$ cat config.mk
export PLATFORM = sky130hd
export DESIGN_NAME = operand_issue
export DESIGN_NICKNAME = d
export VERILOG_FILES = /design/src/rtl/alu_pkg.sv /design/src/rtl/reg_file_16x32.sv /design/src/rtl/operand_issue.sv
export SDC_FILE = /design/constraint.sdc
export NUM_CORES = 1
export LEC_CHECK = 0
export ABC_CLOCK_PERIOD_IN_PS = 22200
export CAP_MARGIN = 20
export CORE_UTILIZATION = 54
export CTS_CLUSTER_SIZE = 14
export DETAILED_ROUTE_END_ITERATION = 10
export GPL_TIMING_DRIVEN = 1
export PLACE_DENSITY_LB_ADDON = 0.12
export REMOVE_ABC_BUFFERS = 1
export SYNTH_ARGS = -nofsm -noshare
export SYNTH_HDL_FRONTEND = slang
export SYNTH_SLANG_ARGS = --single-unit
$ cat constraint.sdc
create_clock -name clk -period 22.2 [get_ports clk]
set_input_delay 3.33 -clock clk [delete_from_list [all_inputs] [get_ports clk]]
set_output_delay 3.33 -clock clk [all_outputs]
set_load 0.01 [all_outputs]
$ cat src/rtl/alu_pkg.sv
// alu_pkg: shared FSM encoding, compare opcode and instruction field positions
// for operand_issue.
package alu_pkg;
  typedef enum logic [1:0] {S_IDLE, S_READ, S_ISSUE, S_WB} state_t;
  localparam logic [3:0] OP_CMP = 4'b1000;
  localparam int COND_HI = 31;
  localparam int COND_LO = 28;
  localparam int OP_HI = 27;
  localparam int OP_LO = 24;
  localparam int S_BIT = 23;
  localparam int IMM_HI = 18;
  localparam int IMM_LO = 3;
  localparam int SH_HI = 2;
  localparam int SH_LO = 0;
  function automatic logic [3:0] op_of(input logic [31:0] instr);
    return instr[OP_HI:OP_LO];
  endfunction
endpackage

$ cat src/rtl/reg_file_16x32.sv
// reg_file_16x32: 16x32 register file, two async read ports, one sync write
// port, async clear.
module reg_file_16x32 (
  input  logic        clk,
  input  logic        rst,
  input  logic        i_we,
  input  logic [3:0]  i_waddr,
  input  logic [31:0] i_wdata,
  input  logic [3:0]  i_raddr_a,
  input  logic [3:0]  i_raddr_b,
  output logic [31:0] o_rdata_a,
  output logic [31:0] o_rdata_b
);
  logic [31:0] r_mem [16];
  always_ff @(posedge clk or posedge rst) begin
    if (rst) begin
      for (int i = 0; i < 16; i++) r_mem[i] <= '0;
    end else if (i_we) begin
      r_mem[i_waddr] <= i_wdata;
    end
  end
  assign o_rdata_a = r_mem[i_raddr_a];
  assign o_rdata_b = r_mem[i_raddr_b];
endmodule

$ cat src/rtl/operand_issue.sv
// operand_issue: four-state operand read / ALU issue / writeback sequencer.
// Define OPERAND_ISSUE_CNT_EN to add the issue_cnt output and its counter.
module operand_issue
  import alu_pkg::*;
(
  input  logic        clk,
  input  logic        rst,
  input  logic        in_valid,
  output logic        in_ready,
  input  logic [31:0] in_instr,
  input  logic [3:0]  in_rn,
  input  logic [3:0]  in_rm,
  input  logic [3:0]  in_rd,
  output logic [31:0] alu_r1,
  output logic [31:0] alu_r2,
  output logic [31:0] alu_instr,
  input  logic        alu_cond_pass,
  input  logic [32:0] alu_out,
  input  logic [3:0]  alu_flg,
  output logic [3:0]  flags,
`ifdef OPERAND_ISSUE_CNT_EN
  output logic [15:0] issue_cnt,
`endif
  output logic        busy
);
  state_t r_state;
  state_t w_next;
  logic [31:0] r_instr;
  logic [3:0] r_rn;
  logic [3:0] r_rm;
  logic [3:0] r_rd;
  logic r_pass;
  logic w_accept;
  logic w_wb;
  logic w_is_cmp;
  logic [31:0] w_rd_a;
  logic [31:0] w_rd_b;
  logic w_unused;
  assign in_ready = (r_state == S_IDLE) && !rst;
  assign busy = r_state != S_IDLE;
  assign w_accept = in_valid && in_ready;
  assign w_is_cmp = op_of(r_instr) == OP_CMP;
  assign w_wb = (r_state == S_WB) && r_pass;
  assign w_unused = alu_out[32];
  always_comb begin
    w_next = r_state;
    w_next = (r_state == S_IDLE)  ? (w_accept ? S_READ : S_IDLE) :
             (r_state == S_READ)  ? S_ISSUE :
             (r_state == S_ISSUE) ? S_WB : S_IDLE;
  end
  always_ff @(posedge clk or posedge rst) begin
    if (rst) begin
      r_state <= S_IDLE;
      r_instr <= '0;
      r_rn <= '0;
      r_rm <= '0;
      r_rd <= '0;
      r_pass <= 1'b0;
      alu_r1 <= '0;
      alu_r2 <= '0;
      alu_instr <= '0;
      flags <= '0;
    end else begin
      r_state <= w_next;
      if (w_accept) begin
        r_instr <= in_instr;
        r_rn <= in_rn;
        r_rm <= in_rm;
        r_rd <= in_rd;
      end
      if (r_state == S_READ) begin
        alu_r1 <= w_rd_a;
        alu_r2 <= w_rd_b;
        alu_instr <= r_instr;
      end
      if (r_state == S_ISSUE) r_pass <= alu_cond_pass;
      if (w_wb && (r_instr[S_BIT] || w_is_cmp)) flags <= alu_flg;
    end
  end
`ifdef OPERAND_ISSUE_CNT_EN
  logic [15:0] r_cnt;
  always_ff @(posedge clk or posedge rst) begin
    if (rst) r_cnt <= '0;
    else if (w_wb) r_cnt <= r_cnt + 16'd1;
  end
  assign issue_cnt = r_cnt;
`endif
  // Writeback lands before the next READ, so dependent reads need no bypass.
  reg_file_16x32 u_rf (
    .clk      (clk),
    .rst      (rst),
    .i_we     (w_wb && !w_is_cmp),
    .i_waddr  (r_rd),
    .i_wdata  (alu_out[31:0]),
    .i_raddr_a(r_rn),
    .i_raddr_b(r_rm),
    .o_rdata_a(w_rd_a),
    .o_rdata_b(w_rd_b)
  );
endmodule

==> metrics.log, run 1 <==
INFO  metric ff2ff_path_depth = 5
INFO  metric placement_rows = 88
INFO  metric layout.core_utilization = 0.635
INFO  metric power.sequential.fraction = 0.391
INFO  metric clkPwrFrac = 0.228
INFO  metric final-seq-area = 16500 um^2
INFO  metric period_minus_slack = between 7000 and 8000 ps
INFO  metric hold_buffers = 0
INFO  metric finalHoldViolCount = 0
INFO  metric rsz_0062_raised_after_global_routing = no
INFO  metric drive_above_1_share = 0.464
INFO  metric cts_made_buffers = 72
INFO  metric layout.cells.most_common = dfrtp_1
INFO  metric yosys.cell_types.count = 23
INFO  metric grt_antenna_before_repair = 3
INFO  metric detail_route.wirelength = 81.8 mm
INFO  metric drt-pass1-iter-count = 5
INFO  metric synth_area_per_cell = 16.0 um^2
INFO  metric post_drt_wl_per_cell = about 28 um
INFO  metric worst_setup_skew_after_layout = 22.7 ps
INFO  metric hold_depth = 1
INFO  metric worst_setup_path_start_kind = input pin
INFO  metric reg2reg_slack = 18350 ps
INFO  metric critPathKind = input pin to output pin
INFO  metric area_delta_synth_final = 15.5%
INFO  metric numClockSinks = 659
INFO  metric total_net_switching_power = 1750 uW
INFO  metric globalRouteTotalUtil = 0.282
INFO  metric first_global_vias = approximately 21000
INFO  metric cts.path.max_buffers = 3
INFO  metric tritoncts = built
INFO  metric buffer_ports.inserted = 185
INFO  metric yosys.area.top_type_share = 0.516
INFO  metric initial_utilization = 0.550
INFO  metric yosys_warnings = 0
INFO  metric p_leak = 0.0162 uW
INFO  metric slew_headroom = 0.286
INFO  metric critPathRequiredTime = 18870 ps
INFO  metric maxCapViolCount = 0
INFO  metric place_hpwl = 42.9 mm
INFO  metric drt-initial-drc-count = 1292
INFO  metric post_cts_resize_count = 0
INFO  metric ir_drop = 0.120 mV
INFO  metric gp_routability_congestion = 0.745
INFO  metric clk_pin_slew_worst_paths = 60 ps
INFO  metric fillers = 4196
INFO  metric route.antenna.remaining_nets = 0
INFO  metric remaining_drc_errors = 0
INFO  metric core_area = between 50000 and 60000 um^2
INFO  metric worstHoldPathType = flip-flop to flip-flop
INFO  metric power.density_cell_area = 142 nW/um^2
INFO  metric detailed_place.area = 34500 um^2
INFO  metric ys_seq_elements = ~660
INFO  metric dieHeight = 245 um
INFO  metric critPathArrivalTime = 4630 ps
INFO  metric cp-end-kind = output pin
INFO  metric die-width = roughly 250 um
INFO  metric fmax = roughly 130 MHz
INFO  metric grt_first_pass_wirelength = 127 mm
INFO  metric largest_net_degree_at_the_start_of_global_routing = 178
INFO  metric clock_latency_reported_for_the_late_side_of_the_worst_skew_pair = 620 ps
INFO  metric setup_total_negative_slack = 0 ps
INFO  metric grt_overflow_total = 0
INFO  metric multiInputGateArea = 14800 um^2
INFO  metric fp.dieArea = 60200 um^2
INFO  metric routed_via_density = between 6 and 7
INFO  metric synth_top_cell_by_area = dfrtp_1
INFO  metric boundaryPins = approximately 190
INFO  metric most_frequent_cells_in_the_layout = dfrtp_1 (653), mux2_2 (561), mux4_2 (256)
INFO  metric status = finished, final reports clean
INFO  metric cp_max_fo = 2
INFO  metric power.share.combinational = 0.381
INFO  metric synthesized_instance_count = 2000
INFO  metric sw_frac = 0.333
INFO  metric cts_htree_levels = 3
INFO  metric synth_area = 32000 um^2
INFO  metric cts_setup_buffers = 0
INFO  metric synth.top_cells.by_area = dfrtp_1 (52%), mux2_2 (20%), mux4_2 (18%)
INFO  metric power.internal = 3500 uW
INFO  metric layout_worst_path_cycle_share = 0.359
INFO  metric ys_seq_area_frac = 0.516
INFO  metric finalMaxSlewViolations = 0
INFO  metric finalSetupViolCount = 0
INFO  metric max_slew.worst_pin.slew = around 1100 ps
INFO  metric finalInstanceArea = 36900 um^2
INFO  metric finalNetCount = 2203
INFO  metric dr_total_vias = between 15000 and 20000
INFO  metric clock-root-buffer = clkbuf_16
per-stage QoR:
step | setup WS, ps | total power [uW] | hold WS [ps] | cells
6_report | 14240 | 5250 | 501 | 2933
5_1_grt | 14150 | 5520 | 517 | 2933
4_1_cts | 14230 | 5280 | 501 | 2927
3_5_place_dp | 14240 | 4060 | 486 | 2800
3_3_place_gp | 14230 | 3980 | 480 | 2800
2_1_floorplan | 402 | 3420 | 470 | 1810
per-layer routing:
| metal | share of wire | wire (um) | vias up | global-route usage |
|---|---|---|---|---|
| met5 | 0.00013 | 11 | - | 0 |
| met4 | 0.027 | 2210 | 2 | 0.0820 |
| met3 | 0.058 | 4710 | 163 | 0.0470 |
| met2 | 0.50 | 40700 | 605 | 0.458 |
| met1 | 0.42 | 34200 | 10400 | 0.395 |
| li1 | - | - | 7976 | - |
power by group through the flow:
| stage | logic (uW) | clock network (uW) | registers, uW |
|---|---|---|---|
| 2_1_floorplan | 1300 | 0 | 2120 |
| 3_3_place_gp | 1960 | 0 | 2010 |
| 3_5_place_dp | 2000 | 0 | 2060 |
| 4_1_cts | 2010 | 1220 | 2050 |
| 5_1_grt | 2130 | 1270 | 2120 |
| 6_report | 2000 | 1200 | 2050 |
synthesized netlist by cell type, drive strengths merged:
cell and instances:
mux2 593, dfrtp 659, nor2 64, or2 4, ha 5, nor4 16, mux4 256, o21ai 1
mux2i 64, nand2 4, clkbuf 86, nand2b 6, a221oi 64, inv 5, nor4b 1, o21bai 1
o22ai 64, and2 2, buf 104, nor2b 1
registers in the layout, indices dropped and copies added, names as in the netlist, 4 cells and up:
signal	cells
alu_instr	32
alu_r1	32
alu_r2	32
flags	4
r_instr	32
r_rd	4
r_rm	4
r_rn	4
u_rf.r_mem	512
critical path: stages:
cell             delay [ps]
clkdlybuf4s50_1         520
nor2b_1                 220
clkdlybuf4s50_1         570
layout make-up:
cell class,instances,share of cell area
inverters,5,0.000712
clock inverters,21,0.00573
multi-input cells,1146,0.400
diodes,2,0.000136
flip-flops and latches,659,0.447
clock buffers,106,0.0581
repair buffers,229,0.0618
well taps,765,0.0259
worst paths after layout:
kind / from / end
worst min register to register: u_rf.r_mem[362]$_DFFE_PP0P_ / u_rf.r_mem[362]$_DFFE_PP0P_
worst max register to register: r_rm[2]$_DFFE_PP0P_ / alu_r2[23]$_DFFE_PP0N_
worst max-delay path: rst / in_ready
min in group asynchronous: rst / r_instr[23]$_DFFE_PP0P_
worst min-delay path: u_rf.r_mem[362]$_DFFE_PP0P_ / u_rf.r_mem[362]$_DFFE_PP0P_
max in group asynchronous: rst / u_rf.r_mem[335]$_DFFE_PP0P_
kinds of logic after synthesis:
kind of cell               count (synthesis)  synth area share
adders and majority gates                  5           0.00196
muxes                                    913             0.409
and+or+nand+nor                           98            0.0162
DFF                                      659             0.516
AOI/OAI and AO/OA                        130            0.0304
buffers and inverters                    195            0.0265
No activity file was read; power rests on OpenSTA's default activity.
==> run 2, diff against run 1 <==
ABC_CLOCK_PERIOD_IN_PS = 8250   (was 22200)
CORE_UTILIZATION = 60   (was 54)
clock period = 8.25 ns   (was 22.2 ns; I/O delays follow)
==> run 2 against run 1 <==
Net effect: cell count decreased by 2.7%; cell area decreased by 0.56%; sequential power rose to 2.7 times the previous value; clock power increased to 2.6 times the previous value; sequential share of layout area grew 0.25 points; count of clock-buffer cells in the layout is 6 higher; register-to-register slack worse by 14000 ps; routed wire length is 3.5% lower; global-route usage grew 2.2 points; die area down 9.9%; hold slack got worse by 0.85 ps; critical path type unchanged; largest cell class unchanged.
==> metrics.log, run 2 (same netlist as run 1, synthesis figures left out) <==
INFO  metric status = finished, final reports clean
INFO  metric post-place-cells = between 2000 and 3000
INFO  metric drt-pass1-iter-count = 5
INFO  metric worst_setup_skew_after_layout = 19.3 ps
INFO  metric cts_setup_buffers = 0
INFO  metric layout.core_utilization = 0.697
INFO  metric layout_worst_path_cycle_share = 0.459
INFO  metric hold_buffers = 0
INFO  metric reg2reg_slack = slightly below 5000 ps
INFO  metric worst_setup_path_start_kind = input pin
INFO  metric finalMaxSlewViolations = 0
INFO  metric worstHoldPathType = flip-flop to flip-flop
INFO  metric layout.cells.most_common = dfrtp_1
INFO  metric core_area = 52700 um^2
INFO  metric p_leak = 0.0162 uW
INFO  metric grt_overflow_total = 0
INFO  metric initial_utilization = 0.607
INFO  metric max_slew.worst_pin.slew = 1210 ps
INFO  metric post-layout-total-power = between 10000 and 15000 uW
INFO  metric cts.path.max_buffers = 3
INFO  metric die-width = 233 um
INFO  metric fmax = 264 MHz
INFO  metric route.antenna.remaining_nets = 0
INFO  metric routed_via_density = 6.70
INFO  metric grt_antenna_before_repair = 2
INFO  metric hold_path_startpoint = r_instr[28]$_DFFE_PP0P_
INFO  metric boundaryPins = 187
INFO  metric fp.dieArea = 54200 um^2
INFO  metric gp_routability_congestion = 0.766
INFO  metric crit-reg2reg-capture = alu_r2[4]$_DFFE_PP0N_
INFO  metric place_worst_setup_slack = 4440 ps
INFO  metric maxCapViolCount = 0
INFO  metric finish.cell_count_without_fillers = 2853
INFO  metric post_cts_resize_count = 0
INFO  metric max_flop_register = u_rf.r_mem
INFO  metric critPathRequiredTime = 7010 ps
INFO  metric remaining_drc_errors = 0
INFO  metric clock-root-buffer = clkbuf_16
INFO  metric finalNetCount = 2204
INFO  metric finalSetupViolCount = 0
INFO  metric dieHeight = between 200 and 250 um
INFO  metric globalRouteTotalUtil = 0.304
INFO  metric ir_drop = 0.287 mV
INFO  metric drive_above_1_share = 0.462
INFO  metric cts_htree_levels = 3
INFO  metric detailed_place.area = 34400 um^2
INFO  metric setup_ws = roughly 4500 ps
INFO  metric area_delta_synth_final = 14.8%
INFO  metric hold_depth = 1
INFO  metric buffer_ports.inserted = 185
INFO  metric critPathKind = input pin to output pin
INFO  metric ff2ff_path_depth = 5
INFO  metric period_minus_slack = between 3000 and 4000 ps
INFO  metric most_frequent_cells_in_the_layout = dfrtp_1 (653), mux2_2 (561), mux4_2 (256)
INFO  metric dr_total_vias = between 15000 and 20000
INFO  metric numClockSinks = 659
INFO  metric regToRegStartpoint = r_rm[1]$_DFFE_PP0P_
INFO  metric finalInstanceArea = 36700 um^2
INFO  metric slew_headroom = 0.194
INFO  metric clock_latency_reported_for_the_late_side_of_the_worst_skew_pair = 600 ps
INFO  metric cts_made_buffers = 69
INFO  metric largest_register_ff_count = 512
INFO  metric tritoncts = built
INFO  metric power.density_cell_area = 380 nW/um^2
INFO  metric cp_max_fo = 2
INFO  metric critPathArrivalTime = 2550 ps
INFO  metric largest_net_degree_at_the_start_of_global_routing = between 150 and 200
INFO  metric clk_pin_slew_worst_paths = 60 ps
INFO  metric first_global_vias = approximately 21000
INFO  metric post_drt_wl_per_cell = ~28 um
INFO  metric finalHoldViolCount = 0
INFO  metric rsz_0062_raised_after_global_routing = no
INFO  metric grt_first_pass_wirelength = 123 mm
INFO  metric worst_hold_path.endpoint = r_instr[28]$_DFFE_PP0P_
INFO  metric drt-initial-drc-count = 1466
INFO  metric cp-end-kind = output pin
INFO  metric place_hpwl = 44.0 mm
INFO  metric insertedDiodeCount = 0
INFO  metric detail_route.wirelength = 79.0 mm
INFO  metric placement_rows = 84
## run 2: worst max-delay path: stages
cell,delay [ps]
clkdlybuf4s50_1,510
nor2b_1,220
clkdlybuf4s50_1,580
## run 2: layer usage
metal  wire length [um]  part of all wire  up-vias  global-route usage
met5                 26           0.00033        -                   0
met4               2570             0.033        4               0.106
met3               4650             0.059      175              0.0589
met2              38800              0.49      586               0.483
met1              32900              0.42    10300               0.422
li1                   -                 -     7993                   -
## run 2: stage by stage
stage	TNS, ps	hold WS [ps]
6_report	0	500
3_5_place_dp	0	488
2_1_floorplan	-7548980	470
5_1_grt	0	518
4_1_cts	0	502
3_3_place_gp	0	480
## run 2: worst max path at each step
| stage | start | endpoint | slack, ps | cells past startpoint |
|---|---|---|---|---|
| after floorplan | rst | alu_instr[0]$_DFFE_PP0N_ | -11460 | 1 |
| after global placement | rst | in_ready | 4450 | 3 |
| after detailed placement | rst | in_ready | 4440 | 3 |
| after CTS | rst | in_ready | 4440 | 3 |
| after global routing | rst | in_ready | 4390 | 3 |
| final | rst | in_ready | 4460 | 3 |
## run 2: layout make-up
class	count	area (um^2)
inverters	5	26.3
repair buffers	233	2290
clock buffers	112	2160
clock inverters	10	77.6
multi-input cells	1146	14800
flip-flops and latches	659	16500
well taps	688	861
fillers	3464	15900
## run 2: report_power, final
part	switching [uW]	internal, uW
registers	1080	4470
clock network	1270	1820
logic	2270	3050
total	4620	9340
==> variant, RTL diff (settings of run 2) <==
Re-encode `state_t` (4 states) as Gray code, 2 bits wide.
--- a/src/rtl/alu_pkg.sv
+++ b/src/rtl/alu_pkg.sv
@@ -1,7 +1,7 @@
 // alu_pkg: shared FSM encoding, compare opcode and instruction field positions
 // for operand_issue.
 package alu_pkg;
-  typedef enum logic [1:0] {S_IDLE, S_READ, S_ISSUE, S_WB} state_t;
+  typedef enum logic [1:0] {S_IDLE = 2'b00, S_READ = 2'b01, S_ISSUE = 2'b11, S_WB = 2'b10} state_t;
   localparam logic [3:0] OP_CMP = 4'b1000;
   localparam int COND_HI = 31;
   localparam int COND_LO = 28;
Behaviour: same outputs for any inputs over 4 cycles, from zero or initial values and one cycle with rst high; so few cycles prove little.
==> variant against run 2 <==
Worst hold slack got worse by 20 ps. Synthesized area grew 2.8%. Combinational power is 13% higher. Total power grew 5.6%. Non-clock buffer count down 8. Final area grew 2.1%. Routed wire length up 13%. Sequential cell count did not move. Worst setup slack gained 80 ps. Largest cell class unchanged.
==> variant: results <==
[outcome]
outcome = "complete, no violations"

[pwr]
vdd_drop_max_uv = 431.9
leakage_nw = 17.66

[placed_design]
io_buffers = 185
gp_congestion = 0.8166
pre_cts_ws_ps = 4550
hpwlAfterDp_microns = 44730

[global_route]
grtUsageMet3_pct = 7.420
grt_first_pass_wirelength_microns = 138500
antenna_found_initial = 3
gr-usage-met2_pct = 50.64
grt_max_degree = 183
grt_use_total_pct = 32.33
met1_usage_pct = 43.99
grt_pass1_vias = 23944

[sta]
skew_ps = 27.14
slew_headroom_pct = 16.94
setup_viol = 0

[synth]
async_flop_share_pct = 100.0
synth.area.top_cells = "dfrtp_1, mux2_2, mux2i_1, nand3_1, a22oi_1"
yosysSeqAreaShare_pct = 50.18
synth_cell_types = 26
netlist_top_cells_count = "dfrtp_1, mux2_2, mux2i_1"

[clock_network]
cts-root-buf = "clkbuf_16"
clkSlewWorstSetupHoldPaths_ps = 60
clk_latency_ps = 630
cts_resized = 0
tritoncts.num_buffers = 72
h-tree-depth = 3

[critical_path]
crit_fanout = 2
slowest_delay_ps = 550
cp.arrival_ps = 2470

[drt]
met2_length_microns = 41450
wl_met1_microns = 38350
viasPerCell = 6.493
wirelength_microns = 89130
highest_layer = "met5"
route.met3.wl_microns = 6518
drtIter0Drc = 1870

[finish]
finalNetCount = 2837
drive_gt1_share_pct = 26.70
==> variant: metrics by stage <==
| stage | std cells | instance area, sq um | utilization (%) |
|---|---|---|---|
| final | 3498 | 37470 | 69.49 |
| after global placement | 3372 | 35150 | 65.19 |
| after detailed placement | 3372 | 35150 | 65.19 |
| after CTS | 3496 | 37430 | 69.41 |
| after global routing | 3498 | 37470 | 69.49 |
| after floorplan | 2453 | 31890 | - |
==> variant: path summary, 6_finish.rpt <==
check | from | to | slack, ps | cells past startpoint
hold reg to reg | alu_r1[25] | alu_r1[25] | 480 | 2
setup reg to reg | r_state[0] | u_rf.r_mem[401] | 5070 | 5
setup / recovery | rst | in_ready | 4540 | 3
min in group asynchronous | rst | r_instr[27] | 1240 | 2
hold / removal | alu_r1[25] | alu_r1[25] | 480 | 2
max in group asynchronous | rst | u_rf.r_mem[338] | 5420 | 3
==> variant: layout make-up <==
| class | instances | area (sq um) |
|---|---|---|
| Clock buffer | 110 | 2118 |
| Clock inverter | 14 | 156.4 |
| Inverter | 2 | 15.01 |
| Multi-Input combinational cell | 1792 | 15560 |
| Tap cell | 696 | 870.8 |
| Sequential cell | 659 | 16500 |
| Fill cell | 3885 | 16450 |
| Timing Repair Buffer | 225 | 2252 |
==> variant: where the power goes <==
group / internal, mW / leakage (nW) / switching, mW
registers: 4.51 / 8.69 / 1.09
logic: 2.91 / 7.85 / 3.08
clock network: 1.86 / 1.12 / 1.29
==> variant: kinds of logic (layout without fill, tap and decap cells) <==
kind of cell | Yosys count | count (layout) | share of synthesized area, %
AO/OA/AOI/OAI | 257 | 257 | 4.889
buffers and inverters | 227 | 351 | 2.974
multiplexers | 1105 | 1105 | 35.91
AND/OR/NAND/NOR | 430 | 430 | 6.042
flip-flops | 659 | 659 | 50.18
